**src/rtl/line_fetch_pkg.sv**
```systemverilog
// Shared types and constants for the line fill / write-back engine.
package line_fetch_pkg;

  typedef enum logic [2:0] {
    StIdle,
    StBusReq,
    StFill,
    StWb,
    StDone
  } fetch_state_t;

  localparam logic [1:0] FETCH_CMD_WB   = 2'b00;
  localparam logic [1:0] FETCH_CMD_FILL = 2'b01;

  localparam int unsigned WB_FIFO_DEPTH = 2;

endpackage

```
**src/rtl/line_beat_fifo.sv**
```systemverilog
// Small synchronous FIFO carrying array read data towards the bus write channel.
module line_beat_fifo #(
  parameter int unsigned DataWidth = 32,
  parameter int unsigned Depth     = 2,
  localparam int unsigned AW       = (Depth > 1) ? $clog2(Depth) : 1,
  localparam int unsigned CW       = $clog2(Depth + 1)
) (
  input  logic                 clk,
  input  logic                 rst,
  input  logic                 push,
  input  logic [DataWidth-1:0] wdata,
  input  logic                 pop,
  output logic [DataWidth-1:0] rdata,
  output logic                 full,
  output logic                 empty,
  output logic [CW-1:0]        count
);

  logic [DataWidth-1:0] mem [Depth];
  logic [AW-1:0]        wptr, rptr;
  logic                 do_push, do_pop;

  assign do_push = push && !full;
  assign do_pop  = pop && !empty;

  always_ff @(posedge clk) begin
    if (rst) begin
      wptr  <= '0;
      rptr  <= '0;
      count <= '0;
    end else begin
      if (do_push) wptr <= (wptr == AW'(Depth - 1)) ? '0 : wptr + AW'(1);
      if (do_pop)  rptr <= (rptr == AW'(Depth - 1)) ? '0 : rptr + AW'(1);
      if (do_push && !do_pop) begin
        count <= count + CW'(1);
      end else if (do_pop && !do_push) begin
        count <= count - CW'(1);
      end
    end
  end

  always_ff @(posedge clk) begin
    if (do_push) mem[wptr] <= wdata;
  end

  assign rdata = mem[rptr];
  assign full  = (count == CW'(Depth));
  assign empty = (count == '0);

endmodule

```
**src/rtl/line_fetch_ctrl.sv**
```systemverilog
// Line fill / write-back engine between the cache fetch port, data array and memory bus.
// Optional LINE_FETCH_ERR_CHK_EN adds the sticky err_ovf flag and illegal-command abort.
module line_fetch_ctrl
  import line_fetch_pkg::*;
#(
  parameter int unsigned addr_width = 32,
  parameter int unsigned list_depth = 4,
  parameter int unsigned data_width = 32,
  parameter int unsigned list_width = 32,
  localparam int unsigned TW        = $clog2(list_depth),
  localparam int unsigned WW        = $clog2(list_width)
) (
  input  logic                  clk,
  input  logic                  rst,
  input  logic                  fetch_req,
  output logic                  fetch_gnt,
  input  logic [1:0]            fetch_cmd,
  input  logic [TW-1:0]         fetch_tag,
  input  logic [addr_width-1:0] fetch_addr,
  output logic                  fetch_done,
  output logic                  arr_wen,
  output logic [TW+WW-1:0]      arr_waddr,
  output logic [data_width-1:0] arr_wdata,
  input  logic                  arr_wready,
  output logic                  arr_ren,
  output logic [TW+WW-1:0]      arr_raddr,
  input  logic                  arr_rready,
  input  logic [data_width-1:0] arr_rdata,
  input  logic                  arr_rdata_valid,
  output logic                  bus_req,
  output logic                  bus_we,
  output logic [addr_width-1:0] bus_addr,
  input  logic                  bus_gnt,
  output logic                  bus_wvalid,
  output logic [data_width-1:0] bus_wdata,
  output logic                  bus_wlast,
  input  logic                  bus_wready,
  input  logic                  bus_rvalid,
  input  logic [data_width-1:0] bus_rdata,
  input  logic                  bus_rlast
`ifdef LINE_FETCH_ERR_CHK_EN
  ,
  output logic                  err_ovf
`endif
);

  localparam logic [WW-1:0] LAST = WW'(list_width - 1);
  localparam int unsigned   FCW  = $clog2(WB_FIFO_DEPTH + 1);

  fetch_state_t          state;
  logic                  is_wb;
  logic [TW-1:0]         tag_ff;
  logic [addr_width-1:0] addr_ff;
  logic [WW-1:0]         wcnt, rcnt, bcnt;
  logic                  hold_valid;
  logic [data_width-1:0] hold_data;
  logic [1:0]            rd_outst;
  logic                  rd_all;

  logic                  fill_beat, hold_free, wr_acc, rd_acc, rd_ret;
  logic                  fifo_push, fifo_pop, fifo_empty;
  logic [data_width-1:0] fifo_rdata;
  logic [FCW-1:0]        fifo_count;
  logic                  unused_fifo_full;
  logic                  unused_rlast;

  // Burst length is fixed by list_width, so the last-beat flag carries no information.
  assign unused_rlast = bus_rlast;

  assign fill_beat = (state == StFill) && bus_rvalid;
  assign hold_free = !hold_valid || arr_wready;
  assign wr_acc    = hold_valid && arr_wready;
  assign rd_acc    = arr_ren && arr_rready;
  assign rd_ret    = arr_rdata_valid && (state == StWb) && (rd_outst != 2'd0);
  assign fifo_push = arr_rdata_valid && (state == StWb);
  assign fifo_pop  = bus_wvalid && bus_wready;

  assign fetch_gnt  = (state == StIdle);
  assign fetch_done = (state == StDone);
  assign bus_req    = (state == StBusReq);
  assign bus_we     = bus_req && is_wb;
  assign bus_addr   = bus_req ? addr_ff : '0;
  assign arr_wen    = hold_valid;
  assign arr_waddr  = {tag_ff, wcnt};
  assign arr_wdata  = hold_data;
  // Reads in flight plus buffered words never exceed the FIFO depth, so pushes never overflow.
  assign arr_ren    = (state == StWb) && !rd_all &&
                      ((int'(rd_outst) + int'(fifo_count)) < int'(WB_FIFO_DEPTH));
  assign arr_raddr  = {tag_ff, rcnt};
  assign bus_wvalid = !fifo_empty;
  assign bus_wdata  = bus_wvalid ? fifo_rdata : '0;
  assign bus_wlast  = bus_wvalid && (bcnt == LAST);

`ifdef LINE_FETCH_ERR_CHK_EN
  logic cmd_illegal;
  logic err_q;

  assign cmd_illegal = (fetch_cmd != FETCH_CMD_WB) && (fetch_cmd != FETCH_CMD_FILL);

  always_ff @(posedge clk) begin
    if (rst) begin
      err_q <= 1'b0;
    end else if ((fetch_gnt && fetch_req && cmd_illegal) ||
                 (bus_rvalid && !((state == StFill) && hold_free))) begin
      err_q <= 1'b1;
    end
  end

  assign err_ovf = err_q;
`endif

  always_ff @(posedge clk) begin
    if (rst) begin
      state      <= StIdle;
      is_wb      <= 1'b0;
      tag_ff     <= '0;
      addr_ff    <= '0;
      wcnt       <= '0;
      rcnt       <= '0;
      bcnt       <= '0;
      hold_valid <= 1'b0;
      hold_data  <= '0;
      rd_outst   <= '0;
      rd_all     <= 1'b0;
    end else begin
      if (fill_beat && hold_free) begin
        hold_valid <= 1'b1;
        hold_data  <= bus_rdata;
      end else if (wr_acc) begin
        hold_valid <= 1'b0;
      end
      if (wr_acc) wcnt <= wcnt + WW'(1);
      if (rd_acc) begin
        rcnt <= rcnt + WW'(1);
        if (rcnt == LAST) rd_all <= 1'b1;
      end
      case ({rd_acc, rd_ret})
        2'b10:   rd_outst <= rd_outst + 2'd1;
        2'b01:   rd_outst <= rd_outst - 2'd1;
        default: ;
      endcase
      if (fifo_pop) bcnt <= bcnt + WW'(1);

      unique case (state)
        StIdle: begin
          if (fetch_req) begin
            is_wb   <= (fetch_cmd == FETCH_CMD_WB);
            tag_ff  <= fetch_tag;
            addr_ff <= fetch_addr;
`ifdef LINE_FETCH_ERR_CHK_EN
            state   <= cmd_illegal ? StDone : StBusReq;
`else
            state   <= StBusReq;
`endif
          end
        end
        StBusReq: begin
          if (bus_gnt) begin
            state      <= is_wb ? StWb : StFill;
            wcnt       <= '0;
            rcnt       <= '0;
            bcnt       <= '0;
            rd_outst   <= '0;
            rd_all     <= 1'b0;
            hold_valid <= 1'b0;
          end
        end
        StFill:  if (wr_acc && (wcnt == LAST)) state <= StDone;
        StWb:    if (fifo_pop && (bcnt == LAST)) state <= StDone;
        StDone:  state <= StIdle;
        default: state <= StIdle;
      endcase
    end
  end

  line_beat_fifo #(
    .DataWidth(data_width),
    .Depth    (WB_FIFO_DEPTH)
  ) u_wb_fifo (
    .clk  (clk),
    .rst  (rst),
    .push (fifo_push),
    .wdata(arr_rdata),
    .pop  (fifo_pop),
    .rdata(fifo_rdata),
    .full (unused_fifo_full),
    .empty(fifo_empty),
    .count(fifo_count)
  );

endmodule

```
**config.mk**
```make
export PLATFORM = sky130hd
export DESIGN_NAME = line_fetch_ctrl
export DESIGN_NICKNAME = d
export VERILOG_FILES = /design/src/rtl/line_fetch_pkg.sv /design/src/rtl/line_beat_fifo.sv /design/src/rtl/line_fetch_ctrl.sv
export SDC_FILE = /design/constraint.sdc
export NUM_CORES = 1
export LEC_CHECK = 0
export CORE_MARGIN = 5
export CORE_UTILIZATION = 48
export CTS_CLUSTER_SIZE = 24
export DETAILED_ROUTE_END_ITERATION = 7
export GPL_TIMING_DRIVEN = 0
export PLACE_DENSITY = 0.85
export SLEW_MARGIN = 20
export SYNTH_ARGS = -nofsm -noshare
export SYNTH_HDL_FRONTEND = slang
export SYNTH_SLANG_ARGS = --single-unit
```
**constraint.sdc**
```tcl
create_clock -name clk -period 6.7 [get_ports clk]
set_input_delay 1.675 -clock clk [delete_from_list [all_inputs] [get_ports clk]]
set_output_delay 1.675 -clock clk [all_outputs]
set_load 0.05 [all_outputs]
```
==> results of run 1 <==
## registers in the layout (all words and copies together), names as in the netlist, named ones only
name             count
u_wb_fifo.rptr       1
u_wb_fifo.wptr       1
rcnt                 5
u_wb_fifo.mem       64
arr_wen              1
u_wb_fifo.count      2
state                3
wcnt                 5
rd_outst             2
addr_ff             32
rd_all               1
is_wb                1
bcnt                 5
tag_ff               2
arr_wdata           32
## report_power, final
part           switching, mW  total, mW  internal, mW
clock network          0.414      0.976         0.562
registers             0.0149       1.04          1.03
logic                  0.421      0.660         0.240
## logic make-up (layout without fill, tap and decap cells)
family / Yosys count / in the layout / share of synthesized area [%]
xor+xnor: 9 / 9 / 1.235
mux: 36 / 36 / 5.663
buf+inv: 54 / 314 / 3.429
simple gates: 230 / 230 / 17.56
fa+ha+maj: 9 / 9 / 1.881
flops: 158 / 158 / 59.57
compound gates: 130 / 130 / 10.66
## final cells by class
class,count,area [um^2]
inverters,5,18.77
fillers,951,3611
clock inverters,15,170.2
multi-input cells,414,2371
well taps,176,220.2
repair buffers,228,2317
clock buffers,17,425.4
flip-flops and latches,158,3804
plain buffers,49,200.2
## metrics by stage
step	area [um^2]	instances	setup slack, ps	power (mW)	hold slack (ps)
finish	9527	1062	2007	2.680	448.2
global route	9527	1062	1801	2.778	464.9
CTS	9527	1062	1979	2.694	450.9
detailed placement	8931	1030	2426	1.727	441.8
global placement	8867	1028	1427	1.717	437.8
floorplan	6385	626	2292	1.478	431.7
## metal layers
metal	track usage, %	part of all wire [%]	wire, um	vias up
met5	0	0	0	-
met4	10.33	3.1	548	0
met3	8.870	10	1760	41
met2	37.01	49	8681	219
met1	24.37	38	6602	2570
li1	-	-	-	2677
## worst min path at each step
stage	startpoint	end	slack [ps]	cells past startpoint
2_1_floorplan	addr_ff[0]	addr_ff[0]	430	2
3_3_place_gp	addr_ff[27]	addr_ff[27]	440	2
3_5_place_dp	addr_ff[24]	addr_ff[24]	440	2
4_1_cts	addr_ff[10]	addr_ff[10]	450	2
5_1_grt	addr_ff[2]	addr_ff[2]	460	2
6_report	addr_ff[7]	addr_ff[7]	450	2
## Yosys cell counts, types with 3 or more instances
cell / n / area, um^2
inv_1: 5 / 18.77
xor2_1: 8 / 70.07
ha_1: 8 / 100.1
nor2b_1: 5 / 31.28
clkbuf_1: 36 / 135.1
nor3_1: 4 / 20.02
nand3_1: 40 / 200.2
edfxtp_1: 64 / 1922
o21ai_0: 38 / 190.2
buf_1: 4 / 15.01
a21oi_1: 81 / 405.4
and2_1: 36 / 225.2
mux2i_1: 35 / 350.3
nand2_1: 74 / 277.8
and3_1: 3 / 18.77
dfxtp_1: 94 / 1882
nor2_1: 48 / 180.2
buf_2: 7 / 35.03
or3_1: 6 / 37.54
## worst reg2reg max path: stages (launching register included)
cell	delay, ps
dfxtp_1	300
clkbuf_1	330
and2_1	210
fa_1	440
nor4b_1	650
nand2_1	140
ha_1	360
or3_1	350
a21oi_1	140
==> impl_metrics.tcl, run 1 <==
set metrics [dict create \
    syn_nets 745 \
    rrSetupSlack_ps 3710 \
    min_period_ps 4693 \
    viasPerCell 5.185 \
    grt_pass1_wl_um 27310 \
    grt_antenna_before_repair 0 \
    path_cells "clkbuf_1 > nor3_1 > clkbuf_1 > and2_1 > clkdlybuf4s50_1" \
    num_rows 42 \
    firstDrtPassIters 5 \
    grt_pass1_vias 5387 \
    start_util_pct 48.60 \
    drv_slew 0 \
    hold_viol 0 \
    finalNetCount 992 \
    setup_tns_ps 0 \
    r2r_start "u_wb_fifo.count[0]" \
    area_growth_pct 49.21 \
    max_slew_margin_pct 50.96 \
    place_congestion 0.7930 \
    crit_required_ps 5030 \
    power.leakage_nw 3.306 \
    grt_setup_unrepaired "no" \
    critPathBufInv 3 \
    cap_viol_max_count 0 \
    coreArea_mm2 0.01314 \
    synth_cell_types 43 \
    worstSkewPairLatency_ps 430 \
    crit_fanout 10 \
    layout_common_cells "clkdlybuf4s50_1, dfxtp_1, a21oi_1" \
    antenna_cells 0 \
    path_class "reg -> out" \
    drt_iter0_markers 313 \
    fp.dieH_um 125.3 \
    cts_made_buffers 17 \
    final-setup-viol-count 0 \
    cts_tree "yes" \
    synth_edf_count 64 \
    worst_r2r_endpoint "rd_outst[1]" \
    synthFlopType "dfxtp_1" \
    cts_setup_buffers 0 \
    max_freq_mhz 213.1 \
    cts.clk_slew.worst_paths_ps 60 \
    final_util_pct 72.51 \
    final_common_cell "clkdlybuf4s50_1" \
    cts_resized 0 \
    syn_inst 626 \
    vias 5507 \
    run_status "complete, no violations" \
    root_buffer "clkbuf_16" \
    cp-start-kind "register" \
    ctsHoldBuffers 0 \
    rr_worst_depth 8 \
    irDropWorstVdd_uv 185.1 \
    yosysSeqAreaShare_pct 59.57 \
    worst_pin_slew_ps 735.6 \
    power_per_cell_area_mw_per_mm2 281.3 \
    timing.final.crit_share_pct 70.05 \
    drcViolationCount 0 \
    clockBufferDepth 2 \
    ys_ff_latch 158 \
    die_x_um 125.3 \
    io_pins 228 \
    worstSetupEndpointType "primary output" \
    die-area_mm2 0.01571 \
    crit_family "buffers and inverters" \
    hp-class "reg -> reg" \
    crit_path_frequent_cell "clkbuf_1" \
    grt_overflow 0 \
    skew_ps 7.483 \
    drt_wl_total_um 17590 \
    cp_num_cells 5 \
    slowest_stage "clkdlybuf4s50_1" \
    grt_max_degree 24 \
    synth-async-reset-ratio_pct 0 \
    drive_above_1_share_pct 5.305 \
    critical_path.max_stage_delay_ps 850 \
    yosys_warnings 0 \
    track_usage_pct 21.99 \
    crit_end "bus_we" \
    startpoint "state[2]" \
    io_buffer_count 226 \
    synth_area_mm2 0.006385 \
    cp.arrival_ps 3020 \
    clkSinkCount 158 \
    wire_per_inst_um 16.56 \
    syn_area_per_cell_um2 10.20 \
    dp_hpwl_um 12990 \
    h-tree-depth 4 \
    postRouteAntennaNets 0 \
]
No activity file was read; power rests on OpenSTA's default activity.
==> run 2: changes to the inputs <==
Settings changed: CORE_UTILIZATION 48 to 41, PLACE_DENSITY 0.85 to 0.77.
Clock period 6.7 ns to 4.3 ns, I/O delays scaled along.
==> impl_metrics.tcl, run 2 (synthesis gave the netlist of run 1 again) <==
set metrics [dict create \
    run_status "complete, no violations" \
    skew_ps 7.999 \
    crit_required_ps 3220 \
    min_to "addr_ff[27]" \
    drt_wl_total_um 17410 \
    grt_antenna_before_repair 0 \
    rrSetupSlack_ps 1320 \
    start_util_pct 41.85 \
    n_fill_cell 1276 \
    coreArea_mm2 0.01526 \
    final_util_pct 62.91 \
    fp.dieH_um 134.8 \
    post-place-ws_ps 556.2 \
    dpl.cell_count 1065 \
    clockBufferDepth 2 \
    h-tree-depth 4 \
    setup_tns_ps 0 \
    clkSinkCount 158 \
    dp_hpwl_um 12920 \
    cts.clk_slew.worst_paths_ps 60 \
    grt_max_degree 20 \
    viasPerCell 4.870 \
    power.leakage_nw 3.325 \
    cts_resized 0 \
    rr_worst_depth 8 \
    firstDrtPassIters 4 \
    grt_setup_unrepaired "no" \
    irDropWorstVdd_uv 257.8 \
    antenna_cells 0 \
    final_common_cell "clkdlybuf4s50_1" \
    hold_depth 2 \
    fin_cells 1096 \
    whs_ps 449.6 \
    p_total_mw 4.210 \
    crit_fanout 10 \
    final_area_mm2 0.009599 \
    cts_setup_buffers 0 \
    cap_viol_max_count 0 \
    multiInputGateArea_mm2 0.002371 \
    min_period_ps 4102 \
    cts_made_buffers 17 \
    worstSkewPairLatency_ps 420 \
    finalNetCount 992 \
    root_buffer "clkbuf_16" \
    grt_overflow 0 \
    power_per_cell_area_mw_per_mm2 438.6 \
    regArea_mm2 0.003804 \
    cp-start-kind "register" \
    wire_per_inst_um 15.89 \
    pwr-share-comb_pct 24.3 \
    p_seq_share_pct 38.6 \
    worst_r2r_endpoint "rd_outst[1]" \
    dpl_cell_area_mm2 0.008975 \
    max_freq_mhz 243.8 \
    place_congestion 0.8158 \
    r2r_start "u_wb_fifo.count[0]" \
    largest_register_ffs 64 \
    layout_common_cells "clkdlybuf4s50_1, dfxtp_1, a21oi_1" \
    hp-class "reg -> reg" \
    setup_ws_ps 197.9 \
    p_int_mw 2.952 \
    grt_pass1_vias 5177 \
    hold_viol 0 \
    regMostFlops "u_wb_fifo.mem" \
    drt_iter0_markers 198 \
    area_growth_pct 50.34 \
    hp-start "addr_ff[27]" \
    io_buffer_count 226 \
    postRouteAntennaNets 0 \
    drive_above_1_share_pct 5.424 \
    io_pins 228 \
    cp.arrival_ps 3030 \
    vias 5337 \
    worst_pin_slew_ps 738.7 \
    num_rows 45 \
    track_usage_pct 19.01 \
    swShare_pct 29.88 \
    max_slew_margin_pct 50.75 \
    die_x_um 134.8 \
    worstSetupEndpointType "primary output" \
    cts_tree "yes" \
    path_class "reg -> out" \
    final-setup-viol-count 0 \
    grt_pass1_wl_um 26900 \
    ctsHoldBuffers 0 \
    die-area_mm2 0.01817 \
    power_switching_mw 1.258 \
    timing.final.crit_share_pct 95.40 \
    drv_slew 0 \
    drcViolationCount 0 \
    p_clk_share_pct 37.0 \
]
-- run 2: cell count changes in the layout (fill, tap and decap cells not counted), moves of 3 or more --
cell	delta
clkbuf_16	+3
clkinv_2	+3
inv_6	-7
inv_8	-3
-- run 2: worst max-delay path by stage --
stage / from / end / cells after the start
floorplan: u_wb_fifo.count[0] / arr_ren / 4
global placement: arr_rdata_valid / u_wb_fifo.mem[0][22] / 4
detailed placement: state[2] / bus_we / 5
CTS: state[2] / bus_we / 5
global route: state[2] / bus_we / 5
finish: state[2] / bus_we / 5
-- run 2: layer usage --
layer  vias up  global-route usage, %  wire length, um
li1       2675                      -                -
met1      2443                  22.53             7050
met5         -                      0                0
met2       204                  30.57             8127
met3        15                  9.426             2008
met4         0                  5.600              224
-- run 2: power by group through the flow --
| stage | Combinational, mW | Sequential (mW) | Clock, mW |
|---|---|---|---|
| detailed placement | 1.03 | 1.66 | 0 |
| floorplan | 0.621 | 1.68 | 0 |
| global placement | 1.03 | 1.66 | 0 |
| finish | 1.02 | 1.63 | 1.56 |
| CTS | 1.04 | 1.63 | 1.59 |
| global route | 1.09 | 1.63 | 1.65 |
-- run 2: layout make-up --
type,count,area share (%)
clock buffer,23,5.461
buffer,49,2.086
multi-input combinational,414,24.70
tap,211,2.750
clock inverter,8,1.043
inverter,5,0.1955
timing repair buffer,228,24.14
sequential,158,39.62
-- run 2: worst max-delay path: stages, from the launching register on --
cell and delay, ps:
dfxtp_1 320, clkbuf_1 220, nor3_1 600, clkbuf_1 420
and2_1 190, clkdlybuf4s50_1 860
==> run 3: changes to the inputs <==
Settings changed: MAX_ROUTING_LAYER set to met4.
==> impl_metrics.tcl, run 3 (synthesis gave the netlist of run 1 again) <==
set metrics [dict create \
    run_status "complete, no violations" \
    max_slew_margin_pct 51.16 \
    power.leakage_nw 3.325 \
    start_util_pct 41.85 \
    timing.final.crit_share_pct 95.21 \
    clockBufferDepth 2 \
    final_util_pct 62.91 \
    p_total_mw 4.205 \
    post-place-ws_ps 556.2 \
    root_buffer "clkbuf_16" \
    cts_setup_buffers 0 \
    cp-start-kind "register" \
    grt_setup_unrepaired "no" \
    wl_met3_um 1851 \
    cts_resized 0 \
    skew_ps 7.336 \
    drv_slew 0 \
    drcViolationCount 0 \
    worst_pin_slew_ps 732.6 \
    drt_iter0_markers 245 \
    finalNetCount 992 \
    h-tree-depth 4 \
    irDropWorstVdd_uv 256.0 \
    final-setup-viol-count 0 \
    antenna_cells 0 \
    io_pins 228 \
    place_congestion 0.8280 \
    postRouteAntennaNets 0 \
    regMostFlops "u_wb_fifo.mem" \
    cap_viol_max_count 0 \
    crit_path_frequent_cell "clkbuf_1" \
    crit_fanout 10 \
    final_common_cell "clkdlybuf4s50_1" \
    io_buffer_count 226 \
    clkSinkCount 158 \
    viasPerCell 4.891 \
    grt_antenna_before_repair 0 \
    die_x_um 134.8 \
    layout_common_cells "clkdlybuf4s50_1, dfxtp_1, a21oi_1" \
    power_per_cell_area_mw_per_mm2 438.1 \
    cts_made_buffers 17 \
    setup_ws_ps 205.8 \
    worstSetupEndpointType "primary output" \
    startpoint "state[2]" \
    critPathBufInv 3 \
    die-area_mm2 0.01817 \
    path_class "reg -> out" \
    track_usage_pct 19.62 \
    num_rows 45 \
    grt_pass1_wl_um 26870 \
    grt_overflow 0 \
    cts_tree "yes" \
    hold_viol 0 \
    slowest_stage "clkdlybuf4s50_1" \
    critical_path.max_stage_delay_ps 850 \
    highest_layer "met4" \
    path_cells "clkbuf_1 > nor3_1 > clkbuf_1 > and2_1 > clkdlybuf4s50_1" \
    grt_pass1_vias 5190 \
    crit_required_ps 3220 \
    worstSkewPairLatency_ps 420 \
    dp_hpwl_um 12920 \
    cts.clk_slew.worst_paths_ps 60 \
    r2r_start "u_wb_fifo.count[0]" \
    area_growth_pct 50.34 \
    crit_family "buffers and inverters" \
    vias 5361 \
    firstDrtPassIters 4 \
    hp-class "reg -> reg" \
    wire_per_inst_um 15.90 \
    ctsHoldBuffers 0 \
    fp.dieH_um 134.8 \
    drive_above_1_share_pct 5.424 \
    cp.arrival_ps 3020 \
    max_freq_mhz 244.2 \
    drt-met1-wl_um 7249 \
    hp-start "addr_ff[27]" \
    met2_length_um 8134 \
    drt_wl_total_um 17430 \
    min_period_ps 4094 \
    grt_max_degree 20 \
    coreArea_mm2 0.01526 \
    largest_register_ffs 64 \
]
==> run 3: final cells by class <==
| cell class | instances | area, um^2 |
|---|---|---|
| Inverter | 5 | 18.77 |
| Multi-Input combinational cell | 414 | 2371 |
| Fill cell | 1276 | 5659 |
| Sequential cell | 158 | 3804 |
| Clock buffer | 23 | 524.3 |
| Clock inverter | 8 | 100.1 |
| Timing Repair Buffer | 228 | 2317 |
| Buffer | 49 | 200.2 |
| Tap cell | 211 | 264.0 |
==> run 3: routing by layer <==
layer	GRT usage [%]	vias up
li1	-	2679
met1	23.46	2456
met2	30.52	211
met3	8.383	15
met4	5.430	0
met5	-	-
==> run 3: path summary, 6_finish.rpt <==
path | end | slack [ps] | cells after the start
max | bus_we | 210 | 5
min | addr_ff[27] | 450 | 2
max reg2reg | rd_outst[1] | 1320 | 8
min reg2reg | addr_ff[27] | 450 | 2
==> run 3: where the power goes <==
group | leakage (nW) | switching [mW] | internal [mW] | total, mW
registers | 1.34 | 0.0231 | 1.60 | 1.63
logic | 1.68 | 0.652 | 0.373 | 1.03
clock network | 0.310 | 0.578 | 0.975 | 1.55
total | 3.33 | 1.25 | 2.95 | 4.21
==> run 3: metrics by stage <==
stage	hold WS [ps]	instances	setup TNS [ps]	cell area [um^2]
after floorplan	431.7	626	0	6385
after global placement	437.5	1063	-13260	8911
after detailed placement	443.2	1065	0	8975
after CTS	451.2	1096	0	9599
after global routing	467.0	1096	0	9599
final	448.9	1096	0	9599
==> run 3: worst reg2reg max path, cell delays in order, from the launching register on <==
cell and delay, ps:
dfxtp_1 310, clkbuf_1 320, and2_1 200, fa_1 440, nor4b_1 650, nand2_1 130, ha_1 350, or3_1 360
a21oi_1 140
